`config.mk`:
```
export PLATFORM = sky130hd
export DESIGN_NAME = des_key_sched_flat
export DESIGN_NICKNAME = d
export VERILOG_FILES = /design/src/rtl/des_key_sched_if.sv /design/src/rtl/des_key_sched.sv /design/src/flat_wrapper.sv
export SDC_FILE = /design/constraint.sdc
export NUM_CORES = 1
export LEC_CHECK = 0
export ABC_AREA = 1
export BUFFER_PORTS_ARGS = -buffer_cell sky130_fd_sc_hd__buf_2
export CORE_MARGIN = 4
export CORE_UTILIZATION = 44
export CTS_CLUSTER_SIZE = 30
export DETAILED_ROUTE_END_ITERATION = 16
export GPL_ROUTABILITY_DRIVEN = 0
export GPL_TIMING_DRIVEN = 0
export PLACE_DENSITY = 0.66
export SLEW_MARGIN = 20
export SYNTH_ARGS = -nofsm -noshare
export SYNTH_HDL_FRONTEND = slang
export SYNTH_SLANG_ARGS = --single-unit
```
`constraint.sdc`:
```
create_clock -name clk_in -period 4.15 [get_ports clk_in]
set_input_delay 0.415 -clock clk_in [delete_from_list [all_inputs] [get_ports clk_in]]
set_output_delay 0.415 -clock clk_in [all_outputs]
set_load 0.005 [all_outputs]
```
`src/rtl/des_key_sched_if.sv`:
```
// des_key_sched_if: key-load / round-request handshake and subkey output bundle
interface des_key_sched_if;
  logic [63:0] key_in;
  logic        key_in_valid;
  logic        decrypt_in;
  logic        round_req_in;
  logic [47:0] key_data_out;
  logic        key_data_out_valid;
  logic [3:0]  round_num_out;
  logic        key_busy_out;
  logic        key_done_out;
  modport master (
    output key_in, key_in_valid, decrypt_in, round_req_in,
    input  key_data_out, key_data_out_valid, round_num_out, key_busy_out, key_done_out
  );
  modport slave (
    input  key_in, key_in_valid, decrypt_in, round_req_in,
    output key_data_out, key_data_out_valid, round_num_out, key_busy_out, key_done_out
  );
endinterface

```
`src/rtl/des_key_sched.sv`:
```
// des_key_sched: DES round-key generator; PC-1 at load, per-request C/D rotation and PC-2 subkey
module des_key_sched (
  input  logic           clk_in,
  input  logic           rst_n_in,
  des_key_sched_if.slave bus
);
  typedef enum logic {IDLE, ARMED} state_t;
  state_t      state_q, state_d;
  logic [27:0] c_q, c_d, d_q, d_d, c_rot, d_rot;
  logic [3:0]  rnd_q, rnd_d, rnd_nxt, num_q, num_d;
  logic [47:0] key_q, key_d;
  logic        dec_q, dec_d, vld_q, vld_d, done_q, done_d;
  logic        one, zero;
  // Key bit n (DES numbering, 1 = MSB) lives at key_in[64-n]
  function automatic logic [55:0] pc1(input logic [63:0] k);
    return {k[7],  k[15], k[23], k[31], k[39], k[47], k[55], k[63],
            k[6],  k[14], k[22], k[30], k[38], k[46], k[54], k[62],
            k[5],  k[13], k[21], k[29], k[37], k[45], k[53], k[61],
            k[4],  k[12], k[20], k[28],
            k[1],  k[9],  k[17], k[25], k[33], k[41], k[49], k[57],
            k[2],  k[10], k[18], k[26], k[34], k[42], k[50], k[58],
            k[3],  k[11], k[19], k[27], k[35], k[43], k[51], k[59],
            k[36], k[44], k[52], k[60]};
  endfunction
  // CD bit n (1 = C[27]) lives at cd[56-n]
  function automatic logic [47:0] pc2(input logic [55:0] cd);
    return {cd[42], cd[39], cd[45], cd[32], cd[55], cd[51], cd[53], cd[28],
            cd[41], cd[50], cd[35], cd[46], cd[33], cd[37], cd[44], cd[52],
            cd[30], cd[48], cd[40], cd[49], cd[29], cd[36], cd[43], cd[54],
            cd[15], cd[4],  cd[25], cd[19], cd[9],  cd[1],  cd[26], cd[16],
            cd[5],  cd[11], cd[23], cd[8],  cd[12], cd[7],  cd[17], cd[0],
            cd[22], cd[3],  cd[10], cd[14], cd[6],  cd[20], cd[27], cd[24]};
  endfunction
  function automatic logic [27:0] rot(input logic [27:0] x, input logic dec, input logic z, input logic o);
    return z ? x : dec ? (o ? {x[0], x[27:1]} : {x[1:0], x[27:2]})
                       : (o ? {x[26:0], x[27]} : {x[25:0], x[27:26]});
  endfunction
  // Single-step rounds are 1,2,9,16 encrypting; decrypt round 1 uses the unshifted halves
  assign one     = rnd_q == 4'd0 || rnd_q == 4'd1 || rnd_q == 4'd8 || rnd_q == 4'd15;
  assign zero    = dec_q && rnd_q == 4'd0;
  assign c_rot   = rot(c_q, dec_q, zero, one);
  assign d_rot   = rot(d_q, dec_q, zero, one);
  assign rnd_nxt = rnd_q + 4'd1;
  always_comb begin
    state_d = state_q;
    c_d     = c_q;
    d_d     = d_q;
    rnd_d   = rnd_q;
    dec_d   = dec_q;
    key_d   = key_q;
    num_d   = num_q;
    vld_d   = 1'b0;
    done_d  = 1'b0;
    if (bus.key_in_valid) begin
      {c_d, d_d} = pc1(bus.key_in);
      rnd_d      = 4'd0;
      dec_d      = bus.decrypt_in;
      state_d    = ARMED;
    end else if (state_q == ARMED && bus.round_req_in) begin
      c_d     = c_rot;
      d_d     = d_rot;
      key_d   = pc2({c_rot, d_rot});
      num_d   = rnd_nxt;
      rnd_d   = rnd_nxt;
      vld_d   = 1'b1;
      done_d  = rnd_q == 4'd15;
      state_d = rnd_q == 4'd15 ? IDLE : ARMED;
    end
  end
  always_ff @(posedge clk_in or negedge rst_n_in) begin
    if (!rst_n_in) begin
      state_q <= IDLE;
      c_q     <= '0;
      d_q     <= '0;
      rnd_q   <= '0;
      dec_q   <= 1'b0;
      key_q   <= '0;
      num_q   <= '0;
      vld_q   <= 1'b0;
      done_q  <= 1'b0;
    end else begin
      state_q <= state_d;
      c_q     <= c_d;
      d_q     <= d_d;
      rnd_q   <= rnd_d;
      dec_q   <= dec_d;
      key_q   <= key_d;
      num_q   <= num_d;
      vld_q   <= vld_d;
      done_q  <= done_d;
    end
  end
  assign bus.key_data_out       = key_q;
  assign bus.key_data_out_valid = vld_q;
  assign bus.round_num_out      = num_q;
  assign bus.key_busy_out       = state_q == ARMED;
  assign bus.key_done_out       = done_q;
endmodule

```
`src/flat_wrapper.sv`:
```
// flat-port wrapper written by rule: the top's interface ports become plain ports
module des_key_sched_flat 
  (clk_in, rst_n_in, bus_key_in, bus_key_in_valid, bus_decrypt_in, bus_round_req_in, bus_key_data_out, bus_key_data_out_valid, bus_round_num_out, bus_key_busy_out, bus_key_done_out);
  des_key_sched_if bus_i ();
  input  logic clk_in;
  input  logic rst_n_in;
  input wire logic [$bits(bus_i.key_in)-1:0] bus_key_in;
  input wire logic [$bits(bus_i.key_in_valid)-1:0] bus_key_in_valid;
  input wire logic [$bits(bus_i.decrypt_in)-1:0] bus_decrypt_in;
  input wire logic [$bits(bus_i.round_req_in)-1:0] bus_round_req_in;
  output wire logic [$bits(bus_i.key_data_out)-1:0] bus_key_data_out;
  output wire logic [$bits(bus_i.key_data_out_valid)-1:0] bus_key_data_out_valid;
  output wire logic [$bits(bus_i.round_num_out)-1:0] bus_round_num_out;
  output wire logic [$bits(bus_i.key_busy_out)-1:0] bus_key_busy_out;
  output wire logic [$bits(bus_i.key_done_out)-1:0] bus_key_done_out;
  assign bus_i.key_in = bus_key_in;
  assign bus_i.key_in_valid = bus_key_in_valid;
  assign bus_i.decrypt_in = bus_decrypt_in;
  assign bus_i.round_req_in = bus_round_req_in;
  assign bus_key_data_out = bus_i.key_data_out;
  assign bus_key_data_out_valid = bus_i.key_data_out_valid;
  assign bus_round_num_out = bus_i.round_num_out;
  assign bus_key_busy_out = bus_i.key_busy_out;
  assign bus_key_done_out = bus_i.key_done_out;
  des_key_sched u_core (.clk_in(clk_in), .rst_n_in(rst_n_in), .bus(bus_i));
endmodule
```
# After elaboration in Yosys (flattened, before gate mapping)
# Index checks and enable logic that the tools add are counted.
[totals]
ff_bits = 116
in_bits = 69
out_inout_bits = 55
elab_cells = 47
[op_classes]
add_sub_neg = 1
eq_ne = 4
mux = 21
bitwise_logic = 1
n_reduce_logical = 9
[op_table]
columns = ["cell", "count"]
rows = [
  ["28-bit 2-to-1 mux", 12],
  ["4-bit equality test (second input constant)", 2],
  ["4-bit 2-to-1 mux", 2],
  ["1-bit 2-to-1 mux", 7],
  ["4-bit by 1-bit adder with 4-bit output (second input constant)", 1],
  ["4-bit by 1-bit equality test with 1-bit output (second input constant)", 1],
  ["4-bit zero test", 1],
  ["2-bit AND reduction", 2],
  ["1-bit logical OR", 3],
  ["1-bit logical AND", 2],
  ["2-bit inequality test (second input constant)", 1],
  ["2-bit nonzero test", 1],
  ["1-bit inverter", 1],
]

# Longest topological paths before layout
# Gate-level depths: netlist of run 1.
[depth]
ltp_word = 9
ltp_mapped = 11
depth_no_buf = 10

# Worst setup path before layout of run 1
# OpenSTA, ideal clock, no wires.
[synth_path]
path_kind = "reg2reg"
from = "register u_core.rnd_q[0]"
to = "register u_core.d_q[5]"
setup_ns = 0.127
arrival_time_ns = 1.499
t_required_ns = 4.023
setup_slack_ns = 2.525
stages_incl_launch_ff = 11
n_path_buf = 2
synth_period_minus_slack_ns = 1.625
cell_sequence = "dfrtp_1 inv_1 ha_1 nand2_1 nand3_1 buf_4 buf_4 nand2_1 nand3_1 nand3_1 nand3b_1"
[synth_between]
elab_chain_cells = 9
word_cells_on_any_way = 14
cone_classes = "3 x eq/ne; 6 x mux; 5 x reduce/logical"
[synth_rtl]
columns = ["element", "line_no", "rtl"]
rows = [
  ["from (decl)", "des_key_sched.sv:10", "logic [3:0] rnd_q, rnd_d, rnd_nxt, num_q, num_d;"],
  ["from (signal assigned)", "des_key_sched.sv:85", "rnd_q <= rnd_d;"],
  ["4-bit by 1-bit equality test with 1-bit output / 4-bit zero test (equally long branches)", "des_key_sched.sv:39, des_key_sched.sv:40", ""],
  ["1-bit logical OR (3 in a row)", "des_key_sched.sv:39", "assign one = rnd_q == 4'd0 || rnd_q == 4'd1 || rnd_q == 4'd8 || rnd_q == 4'd15;"],
  ["28-bit 2-to-1 mux, on equally long branches", "des_key_sched.sv:36, des_key_sched.sv:35", ""],
  ["28-bit 2-to-1 mux", "des_key_sched.sv:35", "return z ? x : dec ? (o ? {x[0], x[27:1]} : {x[1:0], x[27:2]})"],
  ["28-bit 2-to-1 mux (*)", "des_key_sched.sv:35", ""],
  ["28-bit 2-to-1 mux (*)", "des_key_sched.sv:59", "end else if (state_q == ARMED && bus.round_req_in) begin"],
  ["28-bit 2-to-1 mux (*)", "des_key_sched.sv:54", "if (bus.key_in_valid) begin"],
  ["to (signal assigned)", "des_key_sched.sv:74", "d_q <= '0;"],
  ["to (signal assigned)", "des_key_sched.sv:84", "d_q <= d_d;"],
  ["to (decl)", "des_key_sched.sv:9", "logic [27:0] c_q, c_d, d_q, d_d, c_rot, d_rot;"],
]
# Every way passes the cells marked *; elsewhere a longest branch is shown, timed or not. The select of a mux whose other input is x is not followed.
# A chain may end at the register's enable or synchronous reset.

# Worst setup path after layout of run 1
[layout_path]
from = "register u_core.state_q, in the netlist u_core.bus.key_busy_out"
to = "register u_core.key_q[28], in the netlist u_core.bus.key_data_out[28]"
[layout_between]
elab_chain_cells = 2
[layout_rtl]
columns = ["element", "line_no", "rtl"]
rows = [
  ["from (decl)", "des_key_sched.sv:8", "state_t state_q, state_d;"],
  ["from (signal assigned)", "des_key_sched.sv:82", "state_q <= state_d;"],
  ["1-bit logical AND", "des_key_sched.sv:59", ""],
  ["2-bit AND reduction (no source line)", "n/a", ""],
  ["to (signal assigned)", "des_key_sched.sv:87", "key_q <= key_d;"],
  ["to (decl)", "des_key_sched.sv:11", "logic [47:0] key_q, key_d;"],
]
# No other way between the ends.

==> results of run 1 <==
==> cells by family after synthesis <==
family,Yosys count,synth area share [%]
compound gates,10,1.064
fa+ha+maj,3,0.5700
flops,116,44.07
simple gates,666,48.35
buf+inv,79,5.813
xor+xnor,1,0.1330
==> power groups by stage <==
stage,sequential [mW],clock (mW),combinational (mW)
after floorplan,1.50,0,0.574
after global placement,1.53,0,0.934
after detailed placement,1.53,0,0.947
after CTS,1.51,1.46,0.956
after global routing,1.54,1.51,1.08
final,1.52,1.45,0.961
==> how the worst min path moves through the flow <==
stage                                            from  cells after the start  slack (ps)                          end
after floorplan                              rst_n_in                      0         120      u_core.bus.key_busy_out
after global placement    u_core.bus.round_num_out[0]                      2         450  u_core.bus.round_num_out[0]
after detailed placement                     rst_n_in                      1         400  u_core.bus.key_data_out[20]
after CTS                              bus_key_in[13]                      3         200               u_core.c_q[10]
after global routing                   bus_key_in[13]                      3         230               u_core.c_q[10]
final                                  bus_key_in[13]                      3         210               u_core.c_q[10]
==> state kept, by name, indices dropped and copies added (netlist names) <==
name and flops:
u_core.bus.key_busy_out 1, u_core.bus.key_data_out 48, u_core.bus.key_data_out_valid 1, u_core.bus.key_done_out 1, u_core.bus.round_num_out 4, u_core.c_q 28, u_core.d_q 28, u_core.dec_q 1
u_core.rnd_q 4
==> final cells by class <==
type,instances,area share (%)
clock buffers,24,6.148
plain buffers,69,4.318
inverters,10,0.4693
flip-flops and latches,116,36.30
well taps,184,2.879
clock inverters,5,0.9387
multi-input cells,680,41.27
repair buffers,116,7.681
==> worst max-delay path, delay by kind of cell, from the launching register on <==
| family | cells | cell delay (ps) |
|---|---|---|
| buffers and inverters | 3 | 1070 |
| flip-flops | 1 | 390 |
| AND/OR/NAND/NOR | 4 | 630 |
==> layer usage <==
| layer | up-vias | routed length (um) | share of wire [%] | track usage [%] |
|---|---|---|---|---|
| met5 | - | 0 | 0 | 0 |
| met4 | 0 | 623 | 2.7 | 10.47 |
| met3 | 60 | 2023 | 8.9 | 6.508 |
| met2 | 385 | 10720 | 47 | 44.60 |
| met1 | 3358 | 9433 | 41 | 35.65 |
| li1 | 3322 | - | - | - |
==> Yosys cell counts <==
| cell type | instances |
|---|---|
| nand2_1 | 281 |
| nand3_1 | 273 |
| dfrtp_1 | 116 |
| nand4_1 | 57 |
| nand3b_1 | 47 |
| buf_2 | 24 |
| clkbuf_1 | 24 |
| buf_1 | 9 |
| buf_4 | 9 |
| inv_1 | 8 |
| o21ai_0 | 6 |
| nor2_1 | 4 |
| buf_6 | 3 |
| ha_1 | 3 |
| inv_2 | 2 |
| nor2_4 | 2 |
| a31oi_4 | 1 |
| nand2_2 | 1 |
| nand3_2 | 1 |
| o21ai_1 | 1 |
| o22ai_1 | 1 |
| o31ai_1 | 1 |
| xor2_1 | 1 |
==> per-stage QoR <==
step           setup slack (ps)  area [sq um]  power [mW]
2_1_floorplan              2525          6586       2.078
3_3_place_gp               1139          7387       2.463
3_5_place_dp               1886          7421       2.478
4_1_cts                    1979          7998       3.933
5_1_grt                    1845          7998       4.136
6_report                   1977          7998       3.927
==> reports/summary.txt, run 1 <==
Vias = 7125
Worst Setup End Kind = register
Maxcap violations = 0
Critical path peak fanout = 10
Post-synthesis register bit count = 116
Crit path required time = 4510 ps
Die area = 16990 sq um
Crit-path slowest cell = clkbuf_1
Share of layout cells above drive strength 1 = 18.04%
Largest area contributor in the netlist = dfrtp_1
Hold WS = 214.2 ps
Initial antenna violation count = 0
Mapped Cells = 875
Most used cell, CP = nand2_1
Switching fraction of total power = 32.09%
Post-DP HPWL = 15.85 mm
First-pass GRT wire length = 35.95 mm
Min-delay worst type = in -> reg
Congestion Overflow GR = 0
Commonest non-fill, non-tap cell in the layout = nand2_1
Area grow syn2layout = 21.43%
Final Max Tran Viols = 0
Chip width = 130.3 um
Comb pwr share = 24.5%
Commonest non-fill, non-tap cells in the layout = 281 x nand2_1, 273 x nand3_1, 137 x buf_2
Filler cells = 1431
Worst-case clock buffer depth = 2
IO Pins = 124
Post-CTS Setup Bufs = 0
R2R setup slack = 1980 ps
Synth cell types = 23
Pleak = 4.067 nW
Register area share after synthesis = 44.07%
CTS Hold Bufs = 1
Multi-input logic area = 3301 sq um
Mapped Area = 6586 sq um
Worst r2r src = u_core.bus.key_busy_out
Clk sinks = 116
Highest clock rate = 460.2 MHz
PostCTS Resize Cnt = 0
Total negative slack = 0 ps
Via-to-Cell Ratio = 5.918
Initial DRC count = 901
FF+latch area = 2903 sq um
Non-filler cells, final = 1204
Wire per inst = 18.94 um
Final Hold Viols = 0
RSZ-0062 raised after global routing = no
Detailed Routing Iterations Pass 1 = 6
Num CTS Buffers = 17
Syn_nets = 947
Crit-path max cell delay = 710 ps
Outcome = finished clean
Layout Utilization = 54.82%
Clock Power Share = 36.9%
PortBufs = 114
Syn_area_per_cell = 7.527 sq um
Worst clock skew = 8.711 ps
CTS clk-pin slew, worst paths = 50 ps
Post-route clock period utilization = 52.36%
Area of the core = 14590 sq um
RR Endpoint = u_core.bus.key_data_out[28]
Largest net degree at the start of global routing = 68
DRT antenna net count = 0
P_sw = 1.260 mW
PwrDens = 491.0 nW/um^2
Final WL = 22.80 mm
All-Layer GR Usage = 27.43%
H-tree lvl count = 4
Post-layout min period = 2173 ps
Cell internal pwr = 2.667 mW
Slew headroom = 38.76%
Warnings from Yosys = 0
Worst skew pair latency = 420 ps
CTS tree = built
Root buffer cell = clkbuf_16
Peak VDD IR = 0.2986 mV
Drt drc = 0
Final #Nets = 1082
Crit path from = u_core.bus.key_busy_out
CP Data Arrival Time = 2530 ps
Chip Height = 130.3 um
Vias in the first global route = 6953
Register share of total power = 38.6%
Slew @ Worst Pin = 912.4 ps
Site Rows = 44
Worst Setup Path Type = reg -> reg
Startpoint Class = register
Reg2reg path depth = 7
Placed instance count = 1174
Diodes inserted = 0
Share of the synthesized area in the top cell type = 44.07%
Worst-path cell chain = nand2_1 > nor2_4 > inv_2 > buf_2 > clkbuf_1 > nand2_1 > nand3_1
Top area cells in the synthesized netlist = dfrtp_1 44%, nand3_1 21%, nand2_1 16%, nand4_1 5.4%, nand3b_1 5.4%
Initial Util = 45.15%
Worst Setup EP = u_core.bus.key_data_out[28]
Final setup vio count = 0
Note: power is estimated with default switching activity, not from simulation.
==> run 2: changes to the inputs <==
PLACE_DENSITY = 0.68   (was 0.66)
clock period = 1.95 ns   (was 4.15 ns; I/O delays follow)
==> reports/summary.txt, run 2 (synthesis gave the netlist of run 1 again) <==
Final setup vio count = 0 (unchanged)
Crit-path max cell delay = 420 ps (-290 ps)
IO Pins = 124 (unchanged)
CTS tree = built
Clk sinks = 116 (unchanged)
RR Endpoint = u_core.c_q[14]
Vias = 7261 (+1.9%)
Final Max Tran Viols = 0 (unchanged)
H-tree lvl count = 4 (unchanged)
Chip Height = 130.3 um (unchanged)
Cell area after placement = 7421 sq um (unchanged)
Maxcap violations = 0 (unchanged)
R2R setup slack = 70 ps (-1910 ps)
Hold Path Origin = bus_key_in[4]
Chip width = 130.3 um (unchanged)
Slew @ Worst Pin = 678.8 ps (-233.6 ps)
CTS clk-pin slew, worst paths = 60 ps (about the same)
Num CTS Buffers = 17 (unchanged)
Filler cells = 1394 (-2.6%)
Vias in the first global route = 6923 (-0.43%)
Initial Util = 45.15% (unchanged)
Via-to-Cell Ratio = 5.981 (+1.1%)
Endpoint, Worst Hold = u_core.c_q[3]
Diodes inserted = 0 (unchanged)
Wire per inst = 18.79 um (-0.76%)
Congestion Overflow GR = 0 (unchanged)
Root buffer cell = clkbuf_16
Slew headroom = 54.75% (+16 points)
Worst Hold Depth = 3 (unchanged)
Drt drc = 0 (unchanged)
Detailed Routing Iterations Pass 1 = 6 (unchanged)
Final #Nets = 1092 (+0.92%)
Worst r2r src = u_core.rnd_q[0]
PortBufs = 114 (unchanged)
Final instance area = 8185 sq um (+2.3%)
Crit path required time = 2310 ps (-2200 ps)
Critical path peak fanout = 10 (unchanged)
Worst Setup Path Type = reg -> reg
Crit path from = u_core.rnd_q[0]
Peak VDD IR = 0.7301 mV (+140%)
Worst Setup End Kind = register
Crit-path slowest cell = dfrtp_1
RSZ-0062 raised after global routing = yes
Share of layout cells above drive strength 1 = 20.29% (+2.3 points)
Highest clock rate = 532.1 MHz (+16%)
Area of the core = 14590 sq um (unchanged)
Reg2reg path depth = 7 (unchanged)
Commonest non-fill, non-tap cell in the layout = nand2_1
Final Hold Viols = 0 (unchanged)
Worst-path cell chain = ha_1 > nand3_2 > clkbuf_1 > nand4_1 > nand3_1 > nand3_1 > nand3b_1
First-pass GRT wire length = 35.36 mm (-1.7%)
Post-layout min period = 1879 ps (-293.8 ps)
Die area = 16990 sq um (unchanged)
Min-delay worst type = in -> reg
PwrDens = 1039 nW/um^2 (+110%)
Outcome = finished clean
DRT antenna net count = 0 (unchanged)
Pwr Total = 8.503 mW (+120%)
Initial antenna violation count = 0 (unchanged)
All-Layer GR Usage = 27.04% (-0.39 points)
Max reg flops = 48 (unchanged)
Worst skew pair latency = 430 ps (about the same)
Most used cell, CP = nand3_1
Worst clock skew = 7.644 ps (-1.067 ps)
Startpoint Class = register
Commonest non-fill, non-tap cells in the layout = 281 x nand2_1, 272 x nand3_1, 124 x buf_2
Final WL = 22.81 mm (about the same)
Worst-case clock buffer depth = 2 (unchanged)
Pleak = 4.172 nW (+2.6%)
Initial DRC count = 972 (+7.9%)
Site Rows = 44 (unchanged)
Largest net degree at the start of global routing = 71 (+4.4%)
Post-route clock period utilization = 96.37% (+44 points)
Post-DP HPWL = 15.62 mm (-1.4%)
CP Data Arrival Time = 2240 ps (-290 ps)
Area grow syn2layout = 24.28%
[run 2: changes by cell type in the layout (fill, tap and decap cells not counted), moves of 3 or more]
cell | before | now
clkbuf_1 | 27 | 14
buf_6 | 4 | 7
buf_4 | 9 | 14
clkbuf_2 | 0 | 12
clkbuf_4 | 0 | 10
buf_2 | 137 | 124
dlygate4sd3_1 | 1 | 6
[run 2: worst max-delay path: cells and delay by family (launching register included)]
family	cells	cell delay (ps)
buffers and inverters	1	400
adders and majority gates	1	250
DFF	1	420
and+or+nand+nor	5	730
[run 2: cell type report]
type	count	area (sq um)	share of cell area, %
buffer	69	404.1	4.937
clock buffer	19	452.9	5.533
clock inverter	10	133.9	1.636
inverter	10	37.54	0.4586
multi-input combinational	680	3322	40.58
sequential	116	2903	35.46
tap	184	230.2	2.813
timing repair buffer	126	701.9	8.575
[run 2: how the worst max path moves through the flow]
stage / endpoint / slack (ps) / cells past startpoint
2_1_floorplan: u_core.d_q[5] / 320 / 10
3_3_place_gp: u_core.bus.key_data_out[36] / -820 / 1
3_5_place_dp: u_core.bus.key_data_out[22] / -180 / 7
4_1_cts: u_core.bus.key_data_out[36] / 4 / 7
5_1_grt: u_core.d_q[26] / -3 / 8
6_report: u_core.c_q[14] / 70 / 7
[run 2: layer usage]
metal | wire, um | share of wire (%) | vias to the layer above | global-route usage, %
li1 | - | - | 3345 | -
met4 | 783 | 3.4 | 0 | 13.07
met5 | 0 | 0 | - | 0
met3 | 1882 | 8.2 | 79 | 6.836
met1 | 9446 | 41 | 3467 | 34.59
met2 | 10700 | 47 | 370 | 42.94
[run 2: through the flow]
step | instances | hold WS (ps) | util [%] | setup TNS [ps] | setup WS (ps)
after CTS | 1209 | 2.927 | 55.39 | 0 | 4.278
after global placement | 1173 | 429.8 | 50.63 | -95340 | -819.2
after detailed placement | 1174 | 266.9 | 50.87 | -2333 | -182.0
after global routing | 1214 | 23.86 | 56.11 | -5.905 | -3.255
final | 1214 | 15.16 | 56.11 | 0 | 70.80
after floorplan | 875 | -100.6 | - | 0 | 324.6
[run 2: where the power goes]
group	switching (mW)	leakage [nW]	internal, mW
clock network	1.14	0.286	2.04
logic	1.23	2.45	0.863
registers	0.369	1.44	2.86
[run 2: repair_timing]
item | CTS | global route
gates resized for setup | 7 | 34
hold buffers | 6 | 0
endpoints found under the hold margin | 74 | 0
buffers inserted | 0 | 5
cloned | 0 | 0
endpoints found under the setup margin | 59 | 106
pin swaps | 0 | 1
